### src/rtl/alu_pkg.sv
// alu_pkg: ALUSELECT codes shared with the ALU control decoder and the sequential ALU FSM states.
package alu_pkg;

    localparam logic [3:0] ALU_ADD = 4'b0000;
    localparam logic [3:0] ALU_AND = 4'b0001;
    localparam logic [3:0] ALU_OR  = 4'b0010;
    localparam logic [3:0] ALU_SLL = 4'b0011;
    localparam logic [3:0] ALU_SLT = 4'b0100;
    localparam logic [3:0] ALU_SRL = 4'b0101;
    localparam logic [3:0] ALU_SUB = 4'b0110;
    localparam logic [3:0] ALU_XOR = 4'b0111;

    typedef enum logic [1:0] {
        REPOSO,
        DESPLAZA,
        FIN
    } estado_t;

endpackage

### src/rtl/alu_desplazador.sv
// alu_desplazador: iterative one-bit-per-cycle shifter with down-counter and latched direction.
module alu_desplazador #(
    parameter int WIDTH   = 32,
    parameter int SHAMT_W = $clog2(WIDTH)
) (
    input  logic               clk,
    input  logic               rst,
    input  logic               load,
    input  logic               dir,
    input  logic [WIDTH-1:0]   data_in,
    input  logic [SHAMT_W-1:0] shamt_in,
    output logic [WIDTH-1:0]   data_out,
    output logic               last
);

    logic [WIDTH-1:0]   sreg_q, sreg_d;
    logic [SHAMT_W-1:0] cnt_q, cnt_d;
    logic               dir_q, dir_d;
    logic               activo;

    // data_out is the value after the step in progress, so the final shift can be captured directly
    assign data_out = dir_q ? (sreg_q >> 1) : (sreg_q << 1);
    assign last     = cnt_q == SHAMT_W'(1);
    assign activo   = cnt_q != '0;

    always_comb begin
        sreg_d = load ? data_in  : (activo ? data_out : sreg_q);
        cnt_d  = load ? shamt_in : (activo ? cnt_q - SHAMT_W'(1) : cnt_q);
        dir_d  = load ? dir      : dir_q;
    end

    always_ff @(posedge clk or posedge rst) begin
        if (rst) begin
            sreg_q <= '0;
            cnt_q  <= '0;
            dir_q  <= 1'b0;
        end else begin
            sreg_q <= sreg_d;
            cnt_q  <= cnt_d;
            dir_q  <= dir_d;
        end
    end

endmodule

### src/rtl/alu_secuencial.sv
// alu_secuencial: multicycle-datapath ALU with START/BUSY/DONE handshake; shifts run one bit per cycle.
module alu_secuencial
    import alu_pkg::*;
#(
    parameter int WIDTH = 32
) (
    input  logic             CLK,
    input  logic             RST,
    input  logic             START,
    input  logic [3:0]       ALUSELECT,
    input  logic [WIDTH-1:0] OPA,
    input  logic [WIDTH-1:0] OPB,
    output logic             BUSY,
    output logic             DONE,
    output logic [WIDTH-1:0] RESULTADO,
    output logic             ZERO,
    output logic             ILEGAL
);

    localparam int SHAMT_W = $clog2(WIDTH);

    estado_t            estado_q, estado_d;
    logic [WIDTH-1:0]   resultado_q, resultado_d;
    logic               ilegal_q, ilegal_d;
    logic [WIDTH-1:0]   res_simple;
    logic [WIDTH-1:0]   desp_out;
    logic               desp_ultimo;
    logic [SHAMT_W-1:0] shamt;
    logic               es_shift;
    logic               carga;

    assign shamt    = OPB[SHAMT_W-1:0];
    assign es_shift = (ALUSELECT == ALU_SLL) || (ALUSELECT == ALU_SRL);
    assign carga    = (estado_q == REPOSO) && START && es_shift && (shamt != '0);

    alu_desplazador #(
        .WIDTH   (WIDTH),
        .SHAMT_W (SHAMT_W)
    ) u_desplazador (
        .clk      (CLK),
        .rst      (RST),
        .load     (carga),
        .dir      (ALUSELECT == ALU_SRL),
        .data_in  (OPA),
        .shamt_in (shamt),
        .data_out (desp_out),
        .last     (desp_ultimo)
    );

    // Shifts reach here only with shamt 0, where the result is OPA unchanged
    always_comb begin
        case (ALUSELECT)
            ALU_ADD: res_simple = OPA + OPB;
            ALU_SUB: res_simple = OPA - OPB;
            ALU_AND: res_simple = OPA & OPB;
            ALU_OR:  res_simple = OPA | OPB;
            ALU_XOR: res_simple = OPA ^ OPB;
            ALU_SLT: res_simple = {{(WIDTH-1){1'b0}}, $signed(OPA) < $signed(OPB)};
            ALU_SLL, ALU_SRL: res_simple = OPA;
            default: res_simple = '0;
        endcase
    end

    always_ff @(posedge CLK or posedge RST) begin
        if (RST) begin
            estado_q    <= REPOSO;
            resultado_q <= '0;
            ilegal_q    <= 1'b0;
        end else begin
            estado_q    <= estado_d;
            resultado_q <= resultado_d;
            ilegal_q    <= ilegal_d;
        end
    end

    always_comb begin
        estado_d    = estado_q;
        resultado_d = resultado_q;
        ilegal_d    = ilegal_q;
        case (estado_q)
            REPOSO: begin
                if (START) begin
                    if (ALUSELECT[3]) begin
                        estado_d    = FIN;
                        resultado_d = '0;
                        ilegal_d    = 1'b1;
                    end else if (carga) begin
                        estado_d = DESPLAZA;
                    end else begin
                        estado_d    = FIN;
                        resultado_d = res_simple;
                        ilegal_d    = 1'b0;
                    end
                end
            end
            DESPLAZA: begin
                if (desp_ultimo) begin
                    estado_d    = FIN;
                    resultado_d = desp_out;
                    ilegal_d    = 1'b0;
                end
            end
            FIN:     estado_d = REPOSO;
            default: estado_d = REPOSO;
        endcase
    end

    always_comb begin
        BUSY      = estado_q != REPOSO;
        DONE      = estado_q == FIN;
        RESULTADO = resultado_q;
        ZERO      = resultado_q == '0;
        ILEGAL    = ilegal_q;
    end

endmodule

### config.mk
export PLATFORM = sky130hd
export DESIGN_NAME = alu_secuencial
export DESIGN_NICKNAME = d
export VERILOG_FILES = /design/src/rtl/alu_pkg.sv /design/src/rtl/alu_desplazador.sv /design/src/rtl/alu_secuencial.sv
export SDC_FILE = /design/constraint.sdc
export NUM_CORES = 1
export LEC_CHECK = 0
export CAP_MARGIN = 10
export CORE_UTILIZATION = 45
export CTS_CLUSTER_SIZE = 10
export DETAILED_ROUTE_END_ITERATION = 10
export GPL_TIMING_DRIVEN = 0
export HOLD_SLACK_MARGIN = 0.08
export PLACE_DENSITY = 0.66
export SLEW_MARGIN = 20
export SYNTH_ARGS = -nofsm -noshare
export SYNTH_HDL_FRONTEND = slang
export SYNTH_HIERARCHICAL = 1
export SYNTH_SLANG_ARGS = --single-unit
### constraint.sdc
create_clock -name CLK -period 3.5 [get_ports CLK]
set_input_delay 0.875 -clock CLK [delete_from_list [all_inputs] [get_ports CLK]]
set_output_delay 0.875 -clock CLK [all_outputs]
set_load 0.01 [all_outputs]
Yosys cells after proc, flatten, opt, wreduce, memory -nomap -nowiden
Index checks and enable logic that the tools add are counted.
Storage, ports and cells
  word-level logic and storage cells: 62
  output and inout bits: 36
  flip-flop bits (word level): 73
Operators by class
  equality and inequality tests: 13
  muxes and demuxes: 21
  add/subtract/negate cells: 3
  magnitude comparators: 1
  reduce and logical (&&, ||, !) cells: 15
  bitwise logic cells: 3
Operators by type and width (number)
  32-bit 2-to-1 mux: 7
  32-bit one-hot mux with 7 select lines: 1
  32-bit one-hot mux with 2 select lines: 1
  32-bit adder: 1
  32-bit AND: 1
  32-bit logical NOT: 1
  32-bit less-than comparator: 1
  32-bit OR: 1
  32-bit subtractor: 1
  32-bit bitwise XOR: 1
  4-bit by 3-bit == test with 1-bit output (second input constant): 4
  5-bit 2-to-1 mux: 2
  5-bit nonzero test: 2
  4-bit by 2-bit == test with 1-bit output (second input constant): 2
  2-bit 2-to-1 mux: 4
  2-bit nonzero test: 3
  5-bit by 1-bit == test with 1-bit output (second input constant): 1
  5-bit by 1-bit subtractor with 5-bit output (second input constant): 1
  4-bit by 1-bit == test with 1-bit output (second input constant): 1
  4-bit logical NOT: 1
  1-bit 2-to-1 mux: 4
  2-bit inequality test (second input constant): 2
  2-bit one-hot mux with 2 select lines: 1
  4-bit AND reduction: 1
  other kinds (9): 11

Longest topological paths before layout
Gate-level depths: netlist of run 1.
  word-level depth: 8
  depth in mapped cells: 12

Cells and area by module
The synthesis of run 1 kept the hierarchy.
By module, submodules not included
  alu_secuencial: seq. area each 875.8 um2, cells an instance 1021, instances 1, area an instance 7213.2 um2
  alu_desplazador: seq. area each 950.9 um2, cells an instance 207, instances 1, area an instance 2204.6 um2

Worst setup path after synthesis of run 1
No wires, ideal clock.
  path kind: input to register
  start: input OPA[0]
  end: register resultado_q[30] (netlist: RESULTADO[30])
  setup slack: 0.056 ns
  stages on the path: 12
  data arrival time: 3.323 ns
  path buffers: 0
  cell sequence: inv_1 -> ha_1 -> fa_1 -> nor2_1 -> o211ai_2 -> a2111oi_2 -> a21oi_2 -> a31oi_4 -> a21oi_2 -> o311a_1 -> a211o_1 -> o2111a_1
On the way
  cells in the longest elaborated chain, start to end: 6
Ends and longest elaborated chain
  start, declared: RTL line alu_secuencial.sv:11  | input logic [WIDTH-1:0] OPA,
  32-bit subtractor or 32-bit adder (tied branches): RTL line alu_secuencial.sv:54, alu_secuencial.sv:53
  32-bit one-hot mux with 7 select lines *: RTL line alu_secuencial.sv:52  | case (ALUSELECT)
  32-bit 2-to-1 mux *: RTL line alu_secuencial.sv:87  | end else if (carga) begin
  32-bit 2-to-1 mux *: RTL line alu_secuencial.sv:83  | if (ALUSELECT[3]) begin
  32-bit 2-to-1 mux *: RTL line alu_secuencial.sv:82  | if (START) begin
  32-bit one-hot mux with 2 select lines *: RTL line alu_secuencial.sv:80  | case (estado_q)
  end signal, assigned: RTL line alu_secuencial.sv:71  | resultado_q <= resultado_d;
  end, declared: RTL line alu_secuencial.sv:23  | logic [WIDTH-1:0] resultado_q, resultado_d;
Every way passes the cells marked *; elsewhere a longest branch is shown, timed or not. The select of a mux whose other input is x is not followed.
A chain may end at the register's enable or synchronous reset.

Worst setup path after layout of run 1
  start: input OPA[0]
  end: register resultado_q[22] (netlist: RESULTADO[22])
The elaborated chain is that of the path after synthesis.

==> results of run 1 <==
==> final cells by class <==
class,count,area (um2)
Clock buffer,9,225
Timing Repair Buffer,157,1320
Clock inverter,6,108
Buffer,78,507
Multi-Input combinational cell,978,7420
Fill cell,1943,8260
Inverter,97,368
Tap cell,270,338
Sequential cell,73,1830
==> metal layers <==
metal	global-route usage	wire (um)
met3	0.102	4940
met5	0	13
met4	0.128	1390
met1	0.516	17200
met2	0.548	17200
==> power groups by stage <==
stage	sequential [mW]	clock [mW]	combinational [mW]
floorplan	1.47	0	1.62
global placement	1.51	0	2.68
detailed placement	1.51	0	2.72
CTS	1.50	1.05	2.87
global route	1.55	1.09	3.23
finish	1.51	1.05	3.02
==> layout by cell type (no fill, tap or decap), types with 34 or more instances in the layout <==
cell / synthesis / final
ha_1: 115 / 98
nand2_1: 114 / 113
clkdlybuf4s50_1: 0 / 56
o21ai_1: 34 / 37
o21ai_0: 72 / 67
dfrtp_1: 73 / 73
inv_1: 96 / 83
buf_4: 3 / 53
clkbuf_2: 0 / 34
mux2i_1: 37 / 37
a21oi_1: 108 / 90
nor2_1: 117 / 113
==> per-stage QoR <==
step,worst slack [ns],total power [mW],area [um2],cells
floorplan,0.0558,3.09,9420,1228
global placement,-1.15,4.18,10800,1602
detailed placement,-1.15,4.23,10900,1604
CTS,0.00278,5.43,11900,1648
global route,-0.0666,5.87,12100,1668
finish,-0.0307,5.59,12100,1668
==> critical path: cells and delay by family <==
kind,cells,cell delay [ns]
buf+inv,2,0.23
compound gates,7,1.89
fa+ha+maj,2,0.59
simple gates,1,0.14
==> state kept, by name (all words and copies together) (netlist names) <==
register              flops
u_desplazador/dir_q       1
ILEGAL                    1
estado_q                  2
u_desplazador/cnt_q       5
RESULTADO                32
u_desplazador/sreg_q     32
==> worst max path at each step <==
stage	cells past startpoint	end	startpoint
after floorplan	12	RESULTADO[30]	OPA[0]
after global placement	13	RESULTADO[25]	OPA[14]
after detailed placement	10	RESULTADO[13]	ALUSELECT[2]
after CTS	9	RESULTADO[16]	ALUSELECT[2]
after global routing	14	RESULTADO[24]	OPA[15]
final	12	RESULTADO[22]	OPA[0]
==> cells by family after synthesis <==
| logic type | Yosys count |
|---|---|
| XOR/XNOR | 13 |
| AO/OA/AOI/OAI | 426 |
| adder cells (fa/ha/maj) | 117 |
| multiplexers | 69 |
| flip-flops | 73 |
| buffers and inverters | 177 |
| AND/OR/NAND/NOR | 353 |
==> what timing repair did <==
action,in CTS,in global routing
gates cloned,0,0
resized for setup,215,109
buffers inserted,31,20
pin swaps,40,32
setup endpoints to repair,35,31
==> impl_metrics.toml, run 1 <==
[route]
drt-pass1-iter-count = 6
viasPerCell = 6.45
vias = 10800
dr.first_iter.drc_count = 1370
routed_wl_mm = 40.7
wl_per_cell_um = 24.4
drc_errors = 0
drtAntennaViolNets = 0

[synth]
synth_ff_type = "dfrtp_1"
synth_mux_area_frac = 0.0776
yosysTopAreaCell = "dfrtp_1"
syn_avg_cell_area_um2 = 7.67
netlist_instances = 1228
yosysWarnings = 6
synth-adder-area-share = 0.157
synth-edff-count = 0
synth_top_family_by_area = "compound AO/OA/AOI/OAI gates"
synth_top_cell_area_share = 0.194
synth_area_leaders = "dfrtp_1 (19%), ha_1 (15%), a21oi_1 (5.7%)"
synth-xor-area-share = 0.0121
synth_nets = 1416
ys_ff_latch = 73
synth_area_um2 = 9420
synth-compound-area-share = 0.305
synth_most_common_cell = "nor2_1"
synth-simple-area-share = 0.174
async_reset_ff_frac = 1.00
synth_cell_types = 87
ys_top_cells_by_count = "nor2_1 (117), ha_1 (115), nand2_1 (114)"
ys_seq_area_frac = 0.194

[outcome]
violations = "setup timing"
status = "finished with violations"

[global_route]
grt_max_degree = 28
grt_pass1_vias = 10100
grt_use_total = 0.371
grt_pass1_wl_mm = 60.6
overflow = 0
antenna_found_initial = 1

[sta]
setup_viol = 1
slew_headroom = 0.357
setup_tns_ns = -0.0307
drv_slew = 0
period_share = 1.01
timing_worst_slew_pin_value_ns = 0.960
whs_ns = 0.503
max_freq_mhz = 283
fin_skew_ns = 0.00575
hold_viol = 0
fin_crit_ns = 3.53
timing.final.ws_setup_ns = -0.0307

[final_layout]
n_antenna_cell = 0
final_nets = 1582
drive_gt1_frac = 0.217
syn_to_final_growth_pct = 28.5
fin_util = 0.594

[die]
fp.dieArea_um2 = 21500
die_h_um = 147
initial_core_util = 0.462
die_w_um = 147
rows = 52
io_pins = 107
coreArea_um2 = 20400

[critical_path]
r2r.worst_path.cells = 10
path_cells = "buf_2 -> inv_2 -> ha_4 -> fa_2 -> nor2_4 -> o211ai_4 -> a2111oi_4 -> a21oi_2 -> o21ai_0 -> o221ai_1 -> a221oi_2 -> o31ai_1"
crit-reg2reg-capture = "RESULTADO[24]"
max_stage_delay_ns = 0.43
start_kind = "primary input"
rrSetupSlack_ns = 0.47
crit_arrival_ns = 3.73
cp_slowest_cell = "o21ai_0"
crit_path_max_fanout = 4
cp_data_required_time_ns = 3.70
rr_startpoint = "u_desplazador/dir_q"
crit_type = "in2reg"
end_kind = "flop"

[cts]
cts_tree = "yes"
cts_buffers = 9
clk_pin_slew_worst_paths_ns = 0.06
clock_sinks = 73
cts.htree.levels = 3
clk_path_buf_depth = 2
clock-root-buffer = "clkbuf_16"
hold_buffers = 0
insertion_delay_ns = 0.34

[power]
ir_drop_mv = 0.246
pwr_density_cell_nw_per_um2 = 461
pwr-share-seq = 0.271
power_switching_mw = 2.36
combPwrFrac = 0.541
p_sw_frac = 0.423
internal-power_mw = 3.22
p_leak_nw = 5.52
clkPwrFrac = 0.188

[placement]
hpwl_mm = 31.0
gp_congestion = 0.988
port_buffers = 104

[run]
cap_violations = 0

[min_path]
hp-class = "reg2reg"
min_path_cells = 2
min_from = "RESULTADO[2]"
hold_end = "RESULTADO[2]"
Power figures use the tool's default switching activity.
==> inputs of run 2 (changes only) <==
--- a/config.mk
+++ b/config.mk
@@ -7,10 +7,10 @@
 export LEC_CHECK = 0
 export CAP_MARGIN = 10
-export CORE_UTILIZATION = 45
+export CORE_UTILIZATION = 46
 export CTS_CLUSTER_SIZE = 10
 export DETAILED_ROUTE_END_ITERATION = 10
 export GPL_TIMING_DRIVEN = 0
 export HOLD_SLACK_MARGIN = 0.08
-export PLACE_DENSITY = 0.66
+export PLACE_DENSITY = 0.67
 export SLEW_MARGIN = 20
 export SYNTH_ARGS = -nofsm -noshare
==> constraint.sdc (replaced) <==
create_clock -name CLK -period 3.9 [get_ports CLK]
set_input_delay 0.975 -clock CLK [delete_from_list [all_inputs] [get_ports CLK]]
set_output_delay 0.975 -clock CLK [all_outputs]
set_load 0.005 [all_outputs]
==> run 2 against run 1 <==
Against the previous run: register-to-register slack better by 0.38 ns; cell count down 2.1%; via count down 3.0%; largest cell class unchanged; core utilization up 0.20 points; combinational power down 15%; the run now ends clean; wire length down 2.9%; design area down 2.5%; die area down 2.1%; first-iteration DRC count down 0.51%.
==> impl_metrics.toml, run 2 (synthesized netlist as in run 1, its figures left out) <==
[cts]
clock-root-buffer = "clkbuf_16"
cts_tree = "yes"
insertion_delay_ns = 0.34
clk_path_buf_depth = 2
cts.htree.levels = 3
cts_buffers = 9
hold_buffers = 0
clk_pin_slew_worst_paths_ns = 0.06
clock_sinks = 73

[placement]
gp_congestion = 0.982
port_buffers = 104
hpwl_mm = 30.7

[critical_path]
crit_arrival_ns = 4.17
rr_startpoint = "u_desplazador/cnt_q[1]"
rrSetupSlack_ns = 0.85
crit_path_max_fanout = 10
crit-reg2reg-capture = "RESULTADO[31]"
crit_type = "in2reg"
end_kind = "flop"
r2r.worst_path.cells = 10
start_kind = "primary input"
cp_data_required_time_ns = 4.17

[route]
drc_errors = 0
routed_wl_mm = 39.5
viasPerCell = 6.39
wl_per_cell_um = 24.2
drtAntennaViolNets = 0
vias = 10400
dr.first_iter.drc_count = 1363
drt-pass1-iter-count = 6

[sta]
hold_viol = 0
drv_slew = 0
slew_headroom = 0.353
period_share = 1.00
fin_skew_ns = 0.00757
setup_viol = 0
whs_ns = 0.504
max_freq_mhz = 256
rsz0062_at_grt = "true"
setup_tns_ns = 0
timing_worst_slew_pin_value_ns = 0.967
fin_crit_ns = 3.90

[power]
ir_drop_mv = 0.214
p_leak_nw = 5.40
p_total_mw = 4.78
pwr-share-seq = 0.282
p_sw_frac = 0.422
pwr_density_cell_nw_per_um2 = 405
power_switching_mw = 2.02
clkPwrFrac = 0.180
internal-power_mw = 2.76
combPwrFrac = 0.538

[final_layout]
final_nets = 1550
final_cell_mix = "nor2_1 (113), nand2_1 (113), ha_1 (108)"
fin_util = 0.596
syn_to_final_growth_pct = 25.3
fill_cells = 1884
drive_gt1_frac = 0.145

[run]
cap_violations = 0

[min_path]
hold_end = "ILEGAL"
hp-class = "reg2reg"
min_path_cells = 1
min_from = "ILEGAL"

[die]
coreArea_um2 = 19800
initial_core_util = 0.476
die_w_um = 145
fp.dieArea_um2 = 21000
rows = 51
io_pins = 107
die_h_um = 145

[global_route]
grt_use_total = 0.364
grt_max_degree = 29
grt_pass1_vias = 9668
overflow = 0
grt_pass1_wl_mm = 58.7
antenna_found_initial = 2

[outcome]
status = "completed"
## run 2: cell count changes in the layout (fill, tap and decap cells not counted), moves of 10 or more
cell | previous run | this run
buf_4 | 53 | 24
buf_6 | 15 | 4
inv_1 | 83 | 93
ha_1 | 98 | 108
clkbuf_2 | 34 | 11
clkdlybuf4s50_1 | 56 | 74
## run 2: critical path, cell delays in order
cell and delay [ns]:
clkdlybuf4s50_1 0.69, xnor2_1 0.15, nor2_1 0.62, clkbuf_2 0.50, clkbuf_2 0.49, a221oi_1 0.19, a21oi_1 0.35, a211oi_1 0.10
nor2_1 0.10
## run 2: what timing repair did
item / in CTS / in global routing
buffers inserted: 12 / 5
gates resized for setup: 54 / 106
setup endpoints to repair: 32 / 31
pin swaps: 9 / 21
gates cloned: 0 / 0
## run 2: worst max-delay path by stage
stage / start / end / slack [ns] / depth (start not counted)
2_1_floorplan: OPA[0] / RESULTADO[30] / 0.36 / 12
3_3_place_gp: OPA[14] / RESULTADO[25] / -0.92 / 13
3_5_place_dp: OPA[8] / RESULTADO[25] / -0.91 / 13
4_1_cts: OPB[7] / RESULTADO[20] / 0.0005 / 11
5_1_grt: OPB[13] / RESULTADO[31] / -0.02 / 14
6_report: ALUSELECT[1] / RESULTADO[6] / 0.0002 / 9
## run 2: per-layer routing
layer  global-route usage  wire (um)  up-vias
li1                     -          -     4740
met1                0.523      17100     4990
met2                0.538      16800      630
met3               0.0896       4730       72
met4               0.0968        897        0
met5                    0          0        -
## run 2: area by class of cell
| class | instances | area [um2] | area share |
|---|---|---|---|
| well taps | 265 | 332 | 0.0281 |
| inverters | 97 | 364 | 0.0309 |
| flip-flops and latches | 73 | 1830 | 0.155 |
| repair buffers | 123 | 1210 | 0.103 |
| plain buffers | 80 | 447 | 0.0379 |
| clock inverters | 4 | 50.0 | 0.00424 |
| clock buffers | 12 | 267 | 0.0226 |
| diodes | 1 | 2.50 | 0.000212 |
| multi-input cells | 978 | 7300 | 0.618 |
## run 2: power groups by stage
stage / logic (mW) / registers (mW) / clock network, mW
3_3_place_gp: 2.34 / 1.34 / 0
5_1_grt: 2.75 / 1.38 / 0.895
2_1_floorplan: 1.45 / 1.26 / 0
6_report: 2.57 / 1.35 / 0.860
4_1_cts: 2.43 / 1.34 / 0.861
3_5_place_dp: 2.37 / 1.35 / 0
## run 2: stage by stage
step / setup WS, ns / area [um2] / instances
after floorplan: 0.356 / 9420 / 1228
after global placement: -0.918 / 10800 / 1597
after detailed placement: -0.909 / 10800 / 1599
after CTS: 0.000528 / 11400 / 1627
after global routing: -0.0224 / 11800 / 1632
final: 0.000234 / 11800 / 1633
